$ cat src/rtl/uart_tx_arbiter.sv
// uart_tx_arbiter: round-robin, line-locked sharing of one UART TX between NUM_REQ byte streams.
// Optional macro UART_ARB_TIMEOUT_EN: a held grant is released after TIMEOUT_CYCLES idle cycles.
module uart_tx_arbiter #(
  parameter int         NUM_REQ        = 2,
  parameter logic [7:0] EOL_CHAR       = 8'h0A,
  parameter int         TIMEOUT_CYCLES = 16000
) (
  input  logic                 clk,
  input  logic                 reset_ni,
  input  logic [8*NUM_REQ-1:0] req_data_i,
  input  logic [NUM_REQ-1:0]   req_valid_i,
  output logic [NUM_REQ-1:0]   req_ready_o,
  output logic [7:0]           tx_data_o,
  output logic                 tx_valid_o,
  input  logic                 tx_ready_i,
  output logic [NUM_REQ-1:0]   grant_o
);

  localparam int IDX_W = (NUM_REQ > 1) ? $clog2(NUM_REQ) : 1;

  localparam logic [1:0] ST_IDLE    = 2'b00;
  localparam logic [1:0] ST_LOCKED  = 2'b01;
  localparam logic [1:0] ST_RELEASE = 2'b10;

  logic [1:0]         state_q;
  logic [IDX_W-1:0]   last_q;
  logic [IDX_W-1:0]   gidx_q;
  logic [NUM_REQ-1:0] grant_q;
  logic [IDX_W-1:0]   pick_idx;
  logic               pick_vld;

  logic [7:0]         buf_data_p0;
  logic               buf_vld_p0;

  logic [7:0]         sel_data;
  logic               sel_valid;
  logic               ready_g;
  logic               accept;
  logic               drain;
  logic               eol_hit;
  logic               timeout_hit;

  function automatic logic [IDX_W-1:0] rr_next(input logic [IDX_W-1:0] idx);
    if (idx == IDX_W'(NUM_REQ - 1)) begin
      return '0;
    end
    return idx + 1'b1;
  endfunction

  // Round-robin pick: scan last+1, last+2, ... so the previous owner goes to the back.
  always_comb begin
    logic [IDX_W-1:0] cand;
    cand     = last_q;
    pick_idx = last_q;
    pick_vld = 1'b0;
    for (int i = 0; i < NUM_REQ; i++) begin
      cand = rr_next(cand);
      if (!pick_vld && req_valid_i[cand]) begin
        pick_idx = cand;
        pick_vld = 1'b1;
      end
    end
  end

  assign sel_data    = req_data_i[{gidx_q, 3'b000} +: 8];
  assign sel_valid   = req_valid_i[gidx_q];
  assign ready_g     = (state_q == ST_LOCKED) && (!buf_vld_p0 || tx_ready_i);
  assign req_ready_o = grant_q & {NUM_REQ{ready_g}};
  assign accept      = ready_g && sel_valid;
  assign drain       = buf_vld_p0 && tx_ready_i;
  assign eol_hit     = accept && (sel_data == EOL_CHAR);

`ifdef UART_ARB_TIMEOUT_EN
  localparam int CNT_W = $clog2(TIMEOUT_CYCLES + 1);

  logic [CNT_W-1:0] idle_cnt_q;

  assign timeout_hit = (state_q == ST_LOCKED) && (idle_cnt_q == CNT_W'(TIMEOUT_CYCLES));

  // Counts cycles the owner holds the grant without offering a byte; saturates at the limit.
  always_ff @(posedge clk or negedge reset_ni) begin
    if (!reset_ni) begin
      idle_cnt_q <= '0;
    end else if (state_q == ST_IDLE || accept) begin
      idle_cnt_q <= '0;
    end else if (state_q == ST_LOCKED && !sel_valid && !timeout_hit) begin
      idle_cnt_q <= idle_cnt_q + 1'b1;
    end
  end
`else
  logic timeout_unused;

  assign timeout_hit    = 1'b0;
  assign timeout_unused = ^TIMEOUT_CYCLES;
`endif

  always_ff @(posedge clk or negedge reset_ni) begin
    if (!reset_ni) begin
      state_q <= ST_IDLE;
      last_q  <= IDX_W'(NUM_REQ - 1);
      gidx_q  <= '0;
      grant_q <= '0;
    end else begin
      case (state_q)
        ST_IDLE: begin
          if (pick_vld) begin
            state_q <= ST_LOCKED;
            gidx_q  <= pick_idx;
            grant_q <= NUM_REQ'(1) << pick_idx;
          end
        end
        ST_LOCKED: begin
          if (eol_hit || timeout_hit) begin
            state_q <= ST_RELEASE;
          end
        end
        ST_RELEASE: begin
          // Hand the UART on only once the final byte of the line has left the buffer.
          if (!buf_vld_p0 || drain) begin
            state_q <= ST_IDLE;
            last_q  <= gidx_q;
            grant_q <= '0;
          end
        end
        default: begin
          state_q <= ST_IDLE;
          grant_q <= '0;
        end
      endcase
    end
  end

  // Output stage p0: one-entry buffer; a load in the same cycle as a drain keeps it full.
  always_ff @(posedge clk or negedge reset_ni) begin
    if (!reset_ni) begin
      buf_vld_p0  <= 1'b0;
      buf_data_p0 <= '0;
    end else if (accept) begin
      buf_vld_p0  <= 1'b1;
      buf_data_p0 <= sel_data;
    end else if (drain) begin
      buf_vld_p0  <= 1'b0;
    end
  end

  assign tx_valid_o = buf_vld_p0;
  assign tx_data_o  = buf_data_p0;
  assign grant_o    = grant_q;

endmodule

$ cat config.mk
export PLATFORM = sky130hd
export DESIGN_NAME = uart_tx_arbiter
export DESIGN_NICKNAME = d
export VERILOG_FILES = /design/src/rtl/uart_tx_arbiter.sv
export SDC_FILE = /design/constraint.sdc
export NUM_CORES = 1
export LEC_CHECK = 0
export CAP_MARGIN = 40
export CORE_UTILIZATION = 40
export CTS_CLUSTER_DIAMETER = 30
export CTS_CLUSTER_SIZE = 24
export DETAILED_ROUTE_END_ITERATION = 12
export PLACE_DENSITY_LB_ADDON = 0.3
export SLEW_MARGIN = 10
export SYNTH_ARGS = -nofsm -noshare
export SYNTH_HDL_FRONTEND = slang
export SYNTH_SLANG_ARGS = --single-unit
export TNS_END_PERCENT = 1
$ cat constraint.sdc
create_clock -name clk -period 2.31 [get_ports clk]
set_input_delay 0.462 -clock clk [delete_from_list [all_inputs] [get_ports clk]]
set_output_delay 0.462 -clock clk [all_outputs]
set_load 0.05 [all_outputs]
After elaboration in Yosys (flattened, before gate mapping)
Cells that the tools add are included.
{"block": "word_totals", "ff_bits": 15, "inputBits": 21, "output_inout_bits": 13, "wordCells": 60}
{"block": "op_classes", "addsub": 2, "magnitude_cmp": 3, "n_eq_ne": 6, "n_shift": 2, "mux": 24, "n_bitwise": 2, "reduce_logical": 15}
{"cell": "two-way mux 1 bit", "n": 18}
{"cell": "variable part select 16 x 5 -> 8 bit", "n": 1}
{"cell": "one-hot mux 2 bit (3 select lines)", "n": 2}
{"cell": "== test 8 x 4 -> 1 bit (second input constant)", "n": 1}
{"cell": "two-way mux 2 bit", "n": 4}
{"cell": "less-than comparator 1 x 2 -> 1 bit (second input constant)", "n": 3}
{"cell": "inequality test 2 bit (second input constant)", "n": 3}
{"cell": "AND reduction 3 bit", "n": 2}
{"cell": "logical AND 1 bit", "n": 5}
{"cell": "AND reduction 2 bit", "n": 2}
{"cell": "adder 1 bit (second input constant)", "n": 2}
{"cell": "AND 2 bit", "n": 1}
{"cell": "== test 2 x 1 -> 1 bit (second input constant)", "n": 1}
{"cell": "== test 2 bit (second input constant)", "n": 1}
{"cell": "zero test 1 bit", "n": 2}
{"cell": "zero test 2 bit", "n": 1}
{"cell": "logical OR 1 bit", "n": 2}
{"cell": "nonzero test 2 bit", "n": 1}
{"cell": "<< shifter 1 x 1 -> 2 bit (first input constant)", "n": 1}
{"cell": "NOT 1 bit", "n": 1}

Longest topological paths before layout
Gate-level depths: netlist of run 1.
{"block": "logic_depth", "word_depth": 11, "depth_mapped": 6, "mapped_depth_nobuf": 4}

Worst setup path after synthesis of run 1
Ideal clock, no wire load.
{"block": "synth_path", "path_type": "reg-to-output", "from": "reg buf_vld_p0, in the netlist tx_valid_o", "to": "out req_ready_o[0]", "arrival_ns": 1.266, "required_time_ns": 1.848, "path_slack_ns": 0.582, "path_stages_with_launch": 3, "path_buffers": 0, "cell_sequence": "dfrtp_1 nand2b_1 and3_1"}
{"block": "synth_via", "elab_chain_len": 4}
{"item": "from (decl)", "line": "33", "text": "logic buf_vld_p0;"}
{"item": "from (signal assigned)", "line": "136", "text": "buf_vld_p0 <= 1'b0;"}
{"item": "from (signal assigned)", "line": "139", "text": "buf_vld_p0 <= 1'b1;"}
{"item": "from (signal assigned)", "line": "142", "text": "buf_vld_p0 <= 1'b0;"}
{"item": "zero test 1 bit", "line": "67", "text": "assign ready_g = (state_q == ST_LOCKED) && (!buf_vld_p0 || tx_ready_i);"}
{"item": "logical OR 1 bit", "line": "67"}
{"item": "logical AND 1 bit", "line": "67"}
{"item": "AND 2 bit", "line": "68", "text": "assign req_ready_o = grant_q & {NUM_REQ{ready_g}};"}
{"item": "to (decl)", "line": "12", "text": "output logic [NUM_REQ-1:0] req_ready_o,"}
Every way passes these cells.

Worst setup path in the final report of run 1
{"block": "layout_path", "from": "in tx_ready_i", "to": "out req_ready_o[0]"}
{"block": "layout_via", "elab_chain_len": 3}
{"item": "from (decl)", "line": "15", "text": "input logic tx_ready_i,"}
{"item": "logical OR 1 bit", "line": "67"}
{"item": "logical AND 1 bit", "line": "67"}
{"item": "AND 2 bit", "line": "68"}
Every way passes these cells.

==> reports/metrics.csv, run 1 <==
metric,value,unit
outcome,finished clean,
finalNetCount,135,
final_worst_hold_slack,0.525,ns
period_needed,2.01,ns
number_of_hold_violations_in_the_final_report,0,
grt_antenna_before_repair,0,
drc,0,
starting_density,43.9,%
crit_required,1.85,ns
worst_path_dominant_cell_family,buffers and inverters,
max_slew.worst_pin.slew,0.672,ns
clock_latency,0.27,ns
boundaryPins,34,
firstDrtPassIters,4,
clkTransAtPathRegs,0.09,ns
cp-end-kind,output pin,
place.detailed.instances,134,
crit_chain,"clkdlybuf4s50_1, nand2b_1, and3_1, buf_12",
synth_nets,97,
grt_first_pass_wirelength,2920,um
grt_use_total,19.0,%
clock_root_buffer,sky130_fd_sc_hd__clkbuf_4,
post_synth_inst_count,76,
die_area,0.00214,sq mm
syn2layout_area_growth,51.9,%
max_cap_viol_count,0,
sequential_area_share_after_synthesis,48.1,%
most_common_cell_after_layout_fill_and_taps_aside,sky130_fd_sc_hd__clkdlybuf4s50_1,
clock_tree.htree_level_count,1,
routed_via_density,5.12,
die-width,46.3,um
post_synth_instance_area,783,sq um
finalMaxSlewViolations,0,
total_power_consumption,0.00154,W
rsz0062_at_grt,false,
fp-row-count,15,
drt_iter0_drc,6,
worstHoldStart,tx_data_o[5],
crit_type,primary input to output pin,
cts_post_setup_buffers_inserted,0,
grt_start_max_net_pins,17,
worst_vdd_rail_ir_drop,791,uV
worstPathMaxFanout,7,
numCtsBuffers,3,
critPathArrivalTime,1.54,ns
leakagePower,0.474,nW
cp-startpoint,tx_ready_i,
synth.yosys.warnings,0,
rr_startpoint,state_q[1],
wirelength,1810,um
power.density_cell_area,1300,mW/mm^2
dr_total_vias,706,
insertedDiodeCount,0,
timing.critical_path.slowest_stage_cell,sky130_fd_sc_hd__clkdlybuf4s50_1,
final_cell_mix,"sky130_fd_sc_hd__clkdlybuf4s50_1, sky130_fd_sc_hd__dfrtp_1, sky130_fd_sc_hd__nor2_1",
antenna_violating_nets_left,0,
overflow,0,
crit_buf_inv,2,
post-dp-hpwl,1440,um
clock_tree_from_tritoncts,done,
wl_per_instance,13.1,um
setup-violations-final,0,
timing.setup.tns,0,ns
cpPeakStageDelay,0.47,ns
numPortBuffers,33,
clock.fmax,498,MHz
clk_path_buf_depth,2,
worst_clock_skew,0.00195,ns
drive_above_1_share,12.4,%
yosys_register_bits,15,
netlist-cell-type-count,25,
ctsHoldBuffers,0,
hold_path_class,flop to flop,
finalInstanceArea,0.00119,sq mm
ctsResizeCount,0,
dpl_cell_area,0.00116,sq mm
cts.sink_count,15,
design.core.area,0.00178,sq mm
avg_inst_size_synth,10.3,sq um
filler_free_cell_count_of_the_finished_design,138,
finalCritPeriodShare,86.8,%
gpl.final_weighted_congestion,0.724,
first_global_vias,654,
fp.dieH,46.3,um
crit_path_start_kind,primary input,
relSlewSlack,55.0,%
area by class of cell:
| class | count | area, sq um |
|---|---|---|
| multi-input cells | 58 | 383 |
| flip-flops and latches | 15 | 377 |
| clock buffers | 4 | 26.3 |
| repair buffers | 36 | 373 |
| well taps | 25 | 31.3 |
| fillers | 153 | 593 |
worst register-to-register path: cells and delay by family (launching register included):
| family | cells | cell delay [ns] |
|---|---|---|
| flops | 1 | 0.44 |
| compound gates | 1 | 0.14 |
| buf+inv | 1 | 0.23 |
| simple gates | 3 | 0.46 |
per-stage QoR:
step	setup slack, ns	utilization [%]
floorplan	0.582	-
global placement	0.320	65.3
detailed placement	0.301	65.3
CTS	0.296	66.7
global route	0.242	66.7
finish	0.304	66.7
final timing paths:
| check | endpoint | slack (ns) | cells after the start |
|---|---|---|---|
| setup / recovery | req_ready_o[0] | 0.30 | 4 |
| hold / removal | tx_data_o[5] | 0.52 | 2 |
| setup reg to reg | tx_data_o[2] | 0.97 | 5 |
| hold reg to reg | tx_data_o[5] | 0.52 | 2 |
| max in group asynchronous | tx_valid_o | 1.29 | 1 |
| min in group asynchronous | tx_data_o[3] | 0.59 | 1 |
sequential cells by signal, summed over array words and instances, names as in the netlist:
signal      count
state_q         2
tx_data_o       8
gidx_q          1
grant_o         2
tx_valid_o      1
last_q          1
kinds of logic (layout without fill, tap and decap cells):
group | count (synthesis) | after routing | share of synthesized area [%]
buf+inv | 3 | 40 | 3.03
compound gates | 18 | 18 | 14.1
simple gates | 30 | 30 | 21.9
mux | 10 | 10 | 12.9
flops | 15 | 15 | 48.1
synth_stat cells:
master,count,share of area (%)
sky130_fd_sc_hd__a21o_1,1,0.96
sky130_fd_sc_hd__a21oi_1,7,4.5
sky130_fd_sc_hd__a21oi_2,2,2.2
sky130_fd_sc_hd__a22oi_1,1,0.96
sky130_fd_sc_hd__a31o_2,1,1.1
sky130_fd_sc_hd__and3_1,2,1.6
sky130_fd_sc_hd__buf_2,1,0.64
sky130_fd_sc_hd__buf_4,1,0.96
sky130_fd_sc_hd__buf_6,1,1.4
sky130_fd_sc_hd__dfrtp_1,14,45
sky130_fd_sc_hd__dfstp_2,1,3.4
sky130_fd_sc_hd__mux2_2,1,1.4
sky130_fd_sc_hd__mux2i_1,9,12
sky130_fd_sc_hd__nand2_1,1,0.48
sky130_fd_sc_hd__nand2b_1,2,1.6
sky130_fd_sc_hd__nand3_1,2,1.3
sky130_fd_sc_hd__nand3b_1,1,0.96
sky130_fd_sc_hd__nand4_1,1,0.80
sky130_fd_sc_hd__nand4b_1,2,2.2
sky130_fd_sc_hd__nor2_1,13,6.2
sky130_fd_sc_hd__nor2b_1,3,2.4
sky130_fd_sc_hd__nor3_4,1,2.1
sky130_fd_sc_hd__nor4b_1,2,2.2
sky130_fd_sc_hd__o21ai_0,5,3.2
sky130_fd_sc_hd__o2bb2ai_1,1,1.1
power by group:
| part | internal [W] | switching [W] |
|---|---|---|
| logic | 0.000374 | 0.000596 |
| registers | 0.000365 | 0.0000639 |
| clock network | 0.0000667 | 0.0000770 |
| total | 0.000806 | 0.000737 |
metal layers:
| layer | up-vias | part of all wire [%] | global-route usage (%) | routed length [um] |
|---|---|---|---|---|
| met3 | 2 | 3.5 | 2.75 | 64 |
| met5 | - | 0 | 0 | 0 |
| met1 | 338 | 46 | 26.4 | 827 |
| met2 | 16 | 50 | 30.4 | 897 |
| met4 | 0 | 0.78 | 5.29 | 14 |
| li1 | 350 | - | - | - |
No activity file was read; power rests on OpenSTA's default activity.
==> run 2: changes to the inputs <==
--- a/config.mk
+++ b/config.mk
@@ -11,6 +11,7 @@
 export CTS_CLUSTER_SIZE = 24
 export DETAILED_ROUTE_END_ITERATION = 12
 export PLACE_DENSITY_LB_ADDON = 0.3
+export SKIP_LAST_GASP = 1
 export SLEW_MARGIN = 10
 export SYNTH_ARGS = -nofsm -noshare
 export SYNTH_HDL_FRONTEND = slang
==> results of run 2 <==
Final layout, timing and power as in run 1 (identical DEF).
==> RTL change 1, RTL diff (settings of run 1) <==
The option `UART_ARB_TIMEOUT_EN` is turned on by a define.
--- a/src/rtl/uart_tx_arbiter.sv
+++ b/src/rtl/uart_tx_arbiter.sv
@@ -2,2 +2,4 @@
 // Optional macro UART_ARB_TIMEOUT_EN: a held grant is released after TIMEOUT_CYCLES idle cycles.
+`define UART_ARB_TIMEOUT_EN
+
 module uart_tx_arbiter #(
Function: no difference found for any inputs over 10 cycles, from zero or initial values and one cycle with reset_ni low; that may be too few to reach the edited logic, so the function may still have changed.
==> RTL change 1 against run 1 <==
- cell area grew 77%
- clock skew grew 0.0066 ns
- power grew 58%
- sequential share of layout area grew 2.8 points
- synthesized area grew 99%
- register-to-register slack lost 0.61 ns
- routed wire length grew 93%
- worst setup slack lost 0.091 ns
- sequential cell count grew 14
- sequential power grew 75%
- clock power grew to 2.9 times the old value
- largest cell class unchanged
- highest routed layer unchanged
==> RTL change 1: results (changes against run 1) <==
Total GRT Usage 19.7% (was 19.0%); placed wire-length estimate 2690 µm (was 1440 µm); Syn Area/Cell 10.0 µm² (was 10.3 µm²); crit path DAT 2.29 ns (was 1.54 ns); # fillers 325 (was 153); via/cell ratio 5.47 (was 5.12); DR WL met3 157 µm (was 64 µm); flop2flop setup slack 0.36 ns (was 0.97 ns); outcome complete, no violations (unchanged); Worst Max-Slew Pin Slew 0.538 ns (was 0.672 ns); Nets 223 (was 135); Synth Net Count 178 (was 97); Worst Hold Slack 0.491 ns (was 0.525 ns); Largest register FFs 14 (was 8); wire per inst 14.0 µm (was 13.1 µm); met1 wire length 1500 µm (was 827 µm); H-Tree Depth 2 (was 1); placed instance count 241 (was 134); fmax 477 MHz (was 498 MHz); CP Max Fanout 3 (was 7); gpl congestion 0.827 (was 0.724); pre-CTS setup slack -0.0745 ns (was 0.301 ns); vias in the first global route 1366 (was 654); global-route wire length before repair 6180 µm (was 2920 µm); layout cells sized above 1 12.9% (was 12.4%); met2 WL post-DR 1770 µm (was 897 µm); LEAKAGE 0.922 nW (was 0.474 nW); final setup skew 0.00855 ns (was 0.00195 ns); initial DRC count 47 (was 6); CTS Buf Count 5 (was 3); Reg clk slew, reported paths 0.06 ns (was 0.09 ns); path depth of the worst reg2reg path 4 (was 5); clk root buf clkbuf_8 (was clkbuf_4); synth cell count leaders dfrtp_1 (28), nor2_1 (14), mux2i_1 (13) (was dfrtp_1 (14), nor2_1 (13), mux2i_1 (9))
[RTL change 1: area by class of cell]
type	count	area share [%]
Multi-Input combinational cell	117	37.4
Sequential cell	29	34.5
Timing Repair Buffer	44	20.5
Clock buffer	8	4.27
Tap cell	48	2.85
Inverter	3	0.534
[RTL change 1: worst paths after layout]
check | start | end
hold reg to reg | idle_cnt_q[13] | idle_cnt_q[13]
min in group asynchronous | reset_ni | grant_o[1]
setup / recovery | req_valid_i[0] | idle_cnt_q[12]
setup reg to reg | idle_cnt_q[4] | idle_cnt_q[1]
hold / removal | idle_cnt_q[13] | idle_cnt_q[13]
max in group asynchronous | reset_ni | last_q
[RTL change 1: report_power, final]
part / switching, mW / leakage, nW / internal (mW)
Combinational: 0.766 / 0.516 / 0.505
Clock: 0.176 / 0.0455 / 0.242
Sequential: 0.0973 / 0.361 / 0.653
[RTL change 1: metrics by stage]
stage | total power [mW] | area, µm² | utilization [%]
after floorplan | 1.57 | 1560 | -
after global placement | 2.01 | 2020 | 54.7
after detailed placement | 2.04 | 2020 | 54.7
after CTS | 2.47 | 2110 | 57.2
after global routing | 2.60 | 2110 | 57.2
final | 2.44 | 2110 | 57.2
[RTL change 1: cell families after synthesis]
logic type / synth area share, %
AO/OA/AOI/OAI: 13.3
XOR/XNOR: 2.25
buffers and inverters: 2.73
flip-flops: 46.7
adder cells (fa/ha/maj): 1.61
AND/OR/NAND/NOR: 21.9
multiplexers: 11.5
[RTL change 1: critical path, stage by stage]
cell,delay [ns]
clkdlybuf4s50_1,0.43
mux2_4,0.28
or3_1,0.39
or4_1,0.52
a21oi_1,0.20
[RTL change 1: per-layer routing]
metal | global-route usage, % | vias to the layer above
li1 | - | 666
met1 | 22.7 | 660
met2 | 33.8 | 29
met3 | 6.07 | 7
met4 | 7.50 | 0
met5 | 0 | -
==> RTL change 2, RTL diff (settings of run 1) <==
Without the edit above. Change the parameter `NUM_REQ` from 2 to 4.
--- a/src/rtl/uart_tx_arbiter.sv
+++ b/src/rtl/uart_tx_arbiter.sv
@@ -3,3 +3,3 @@
 module uart_tx_arbiter #(
-  parameter int         NUM_REQ        = 2,
+  parameter int         NUM_REQ        = 4,
   parameter logic [7:0] EOL_CHAR       = 8'h0A,
Ports: changed (resized grant_o, req_data_i, req_ready_o and req_valid_i); port bits go from 34 to 56. No check against the original RTL was run, so the function may have changed too.
==> RTL change 2 against run 1 <==
- synthesized area is 84% higher
- power grew 54%
- cell area rose by 92%
- sequential share of layout area decreased by 11 points
- combinational power up 66%
- hold slack got worse by 0.044 ns
- worst setup slack worse by 0.28 ns
- sequential cell count grew 4
- routed wire length rose by 120%
- largest power group unchanged
==> RTL change 2: results (changes against run 1) <==
outcome complete, no violations (unchanged); Synth Net Count 173 (was 97); Largest stage delay, worst path 0.58 ns (was 0.47 ns); layout cells sized above 1 33.7% (was 12.4%); H-Tree Depth 1 (unchanged); flop2flop setup slack 0.02 ns (was 0.97 ns); switch share 46.2% (was 47.8%); prevailing post-synth register cell dfrtp_1 (unchanged); Yosys warnings 0 (unchanged); global-route wire length before repair 5950 µm (was 2920 µm); Seq/Total Area, Yosys 33.2% (was 48.1%); # port buffers 55 (was 33); # fillers 247 (was 153); VDD IR-drop max 0.404 mV (was 0.791 mV); Worst path slowest cell dfstp_2 (was clkdlybuf4s50_1); Worst Max-Slew Pin Slew 0.525 ns (was 0.672 ns); n_diodes 0 (unchanged); Post-Route WL 4040 µm (was 1810 µm); clock buffer depth 2 (unchanged); Pre-Repair DR Iteration Count 4 (unchanged); gpl congestion 0.913 (was 0.724); CTS resizes 0 (unchanged); worst skew pair latency 0.30 ns (was 0.27 ns); LEAKAGE 0.893 nW (was 0.474 nW); CP Max Fanout 4 (was 7); setup bufs post-CTS 0 (unchanged); Reg clk slew, reported paths 0.12 ns (was 0.09 ns); largest net degree at the start of global routing 21 (was 17); top cells by area, synth dfrtp_1 (30%), mux4_2 (16%), mux2_2 (7.0%), mux2i_1 (4.2%), dfstp_2 (3.6%) (was dfrtp_1 (45%), mux2i_1 (12%), nor2_1 (6.2%), a21oi_1 (4.5%), dfstp_2 (3.4%)); Hold Crit Class input pin to async pin (was register to register); CTS Buf Count 3 (unchanged); vias in the first global route 1268 (was 654); Total GRT Usage 21.5% (was 19.0%); Async SR Flop Fraction 100% (unchanged); placed wire-length estimate 3200 µm (was 1440 µm); Worst Hold Slack 0.481 ns (was 0.525 ns); Nets 243 (was 135); synth cell count leaders dfrtp_1 (17), mux4_2 (10), nand2_1 (10) (was dfrtp_1 (14), nor2_1 (13), mux2i_1 (9)); initial antenna violation count 0 (unchanged); Largest register FFs 8 (unchanged); crit path DAT 2.49 ns (was 1.54 ns); Distinct cells, synth 46 (was 25); final setup skew 0.00515 ns (was 0.00195 ns); clk root buf clkbuf_4 (unchanged); path depth of the worst reg2reg path 7 (was 5); via/cell ratio 5.50 (was 5.12); CP top delay family compound AO/OA/AOI/OAI gates (was buffers and inverters); initial DRC count 42 (was 6)
[RTL change 2: logic make-up (layout without fill, tap and decap cells)]
| family | Yosys count | after routing | synth area share [%] |
|---|---|---|---|
| mux | 25 | 25 | 26.8 |
| flops | 19 | 19 | 33.2 |
| buf+inv | 14 | 83 | 4.43 |
| simple gates | 43 | 43 | 17.4 |
| fa+ha+maj | 1 | 1 | 0.869 |
| compound gates | 31 | 31 | 17.3 |
[RTL change 2: layout make-up]
class / count / area share (%)
sequential: 19 / 21.0
multi-input combinational: 100 / 42.3
timing repair buffer: 74 / 32.2
inverter: 5 / 0.821
clock buffer: 3 / 0.985
clock inverter: 1 / 0.219
tap: 46 / 2.52
[RTL change 2: final timing paths]
path | endpoint | startpoint
max | grant_o[1] | last_q[0]
min | tx_valid_o | reset_ni
max reg2reg | grant_o[1] | last_q[0]
min reg2reg | grant_o[2] | grant_o[2]
max in group asynchronous | last_q[1] | reset_ni
min in group clk | grant_o[2] | grant_o[2]
[RTL change 2: stage by stage]
step	std cells	util, %	instance area [µm²]	setup WS, ns
CTS	248	65.4	2220	0.00857
global route	248	67.5	2290	-0.0772
detailed placement	244	64.6	2190	-0.181
floorplan	133	-	1450	0.00924
global placement	244	64.6	2190	-0.182
finish	248	67.5	2290	0.0211
[RTL change 2: routing by layer]
metal  part of all wire [%]  track usage [%]  vias up
li1                       -                -      645
met1                     42             29.2      674
met2                     52             33.1       39
met3                    3.9             3.52        6
met4                    1.8             11.1        0
met5                      0                0        -
[RTL change 2: power by group through the flow]
stage | registers, mW | clock network [mW] | logic [mW]
after detailed placement | 0.596 | 0 | 1.59
after global routing | 0.614 | 0.197 | 1.70
after floorplan | 0.932 | 0 | 0.637
after CTS | 0.587 | 0.178 | 1.59
final | 0.588 | 0.176 | 1.61
after global placement | 0.587 | 0 | 1.56
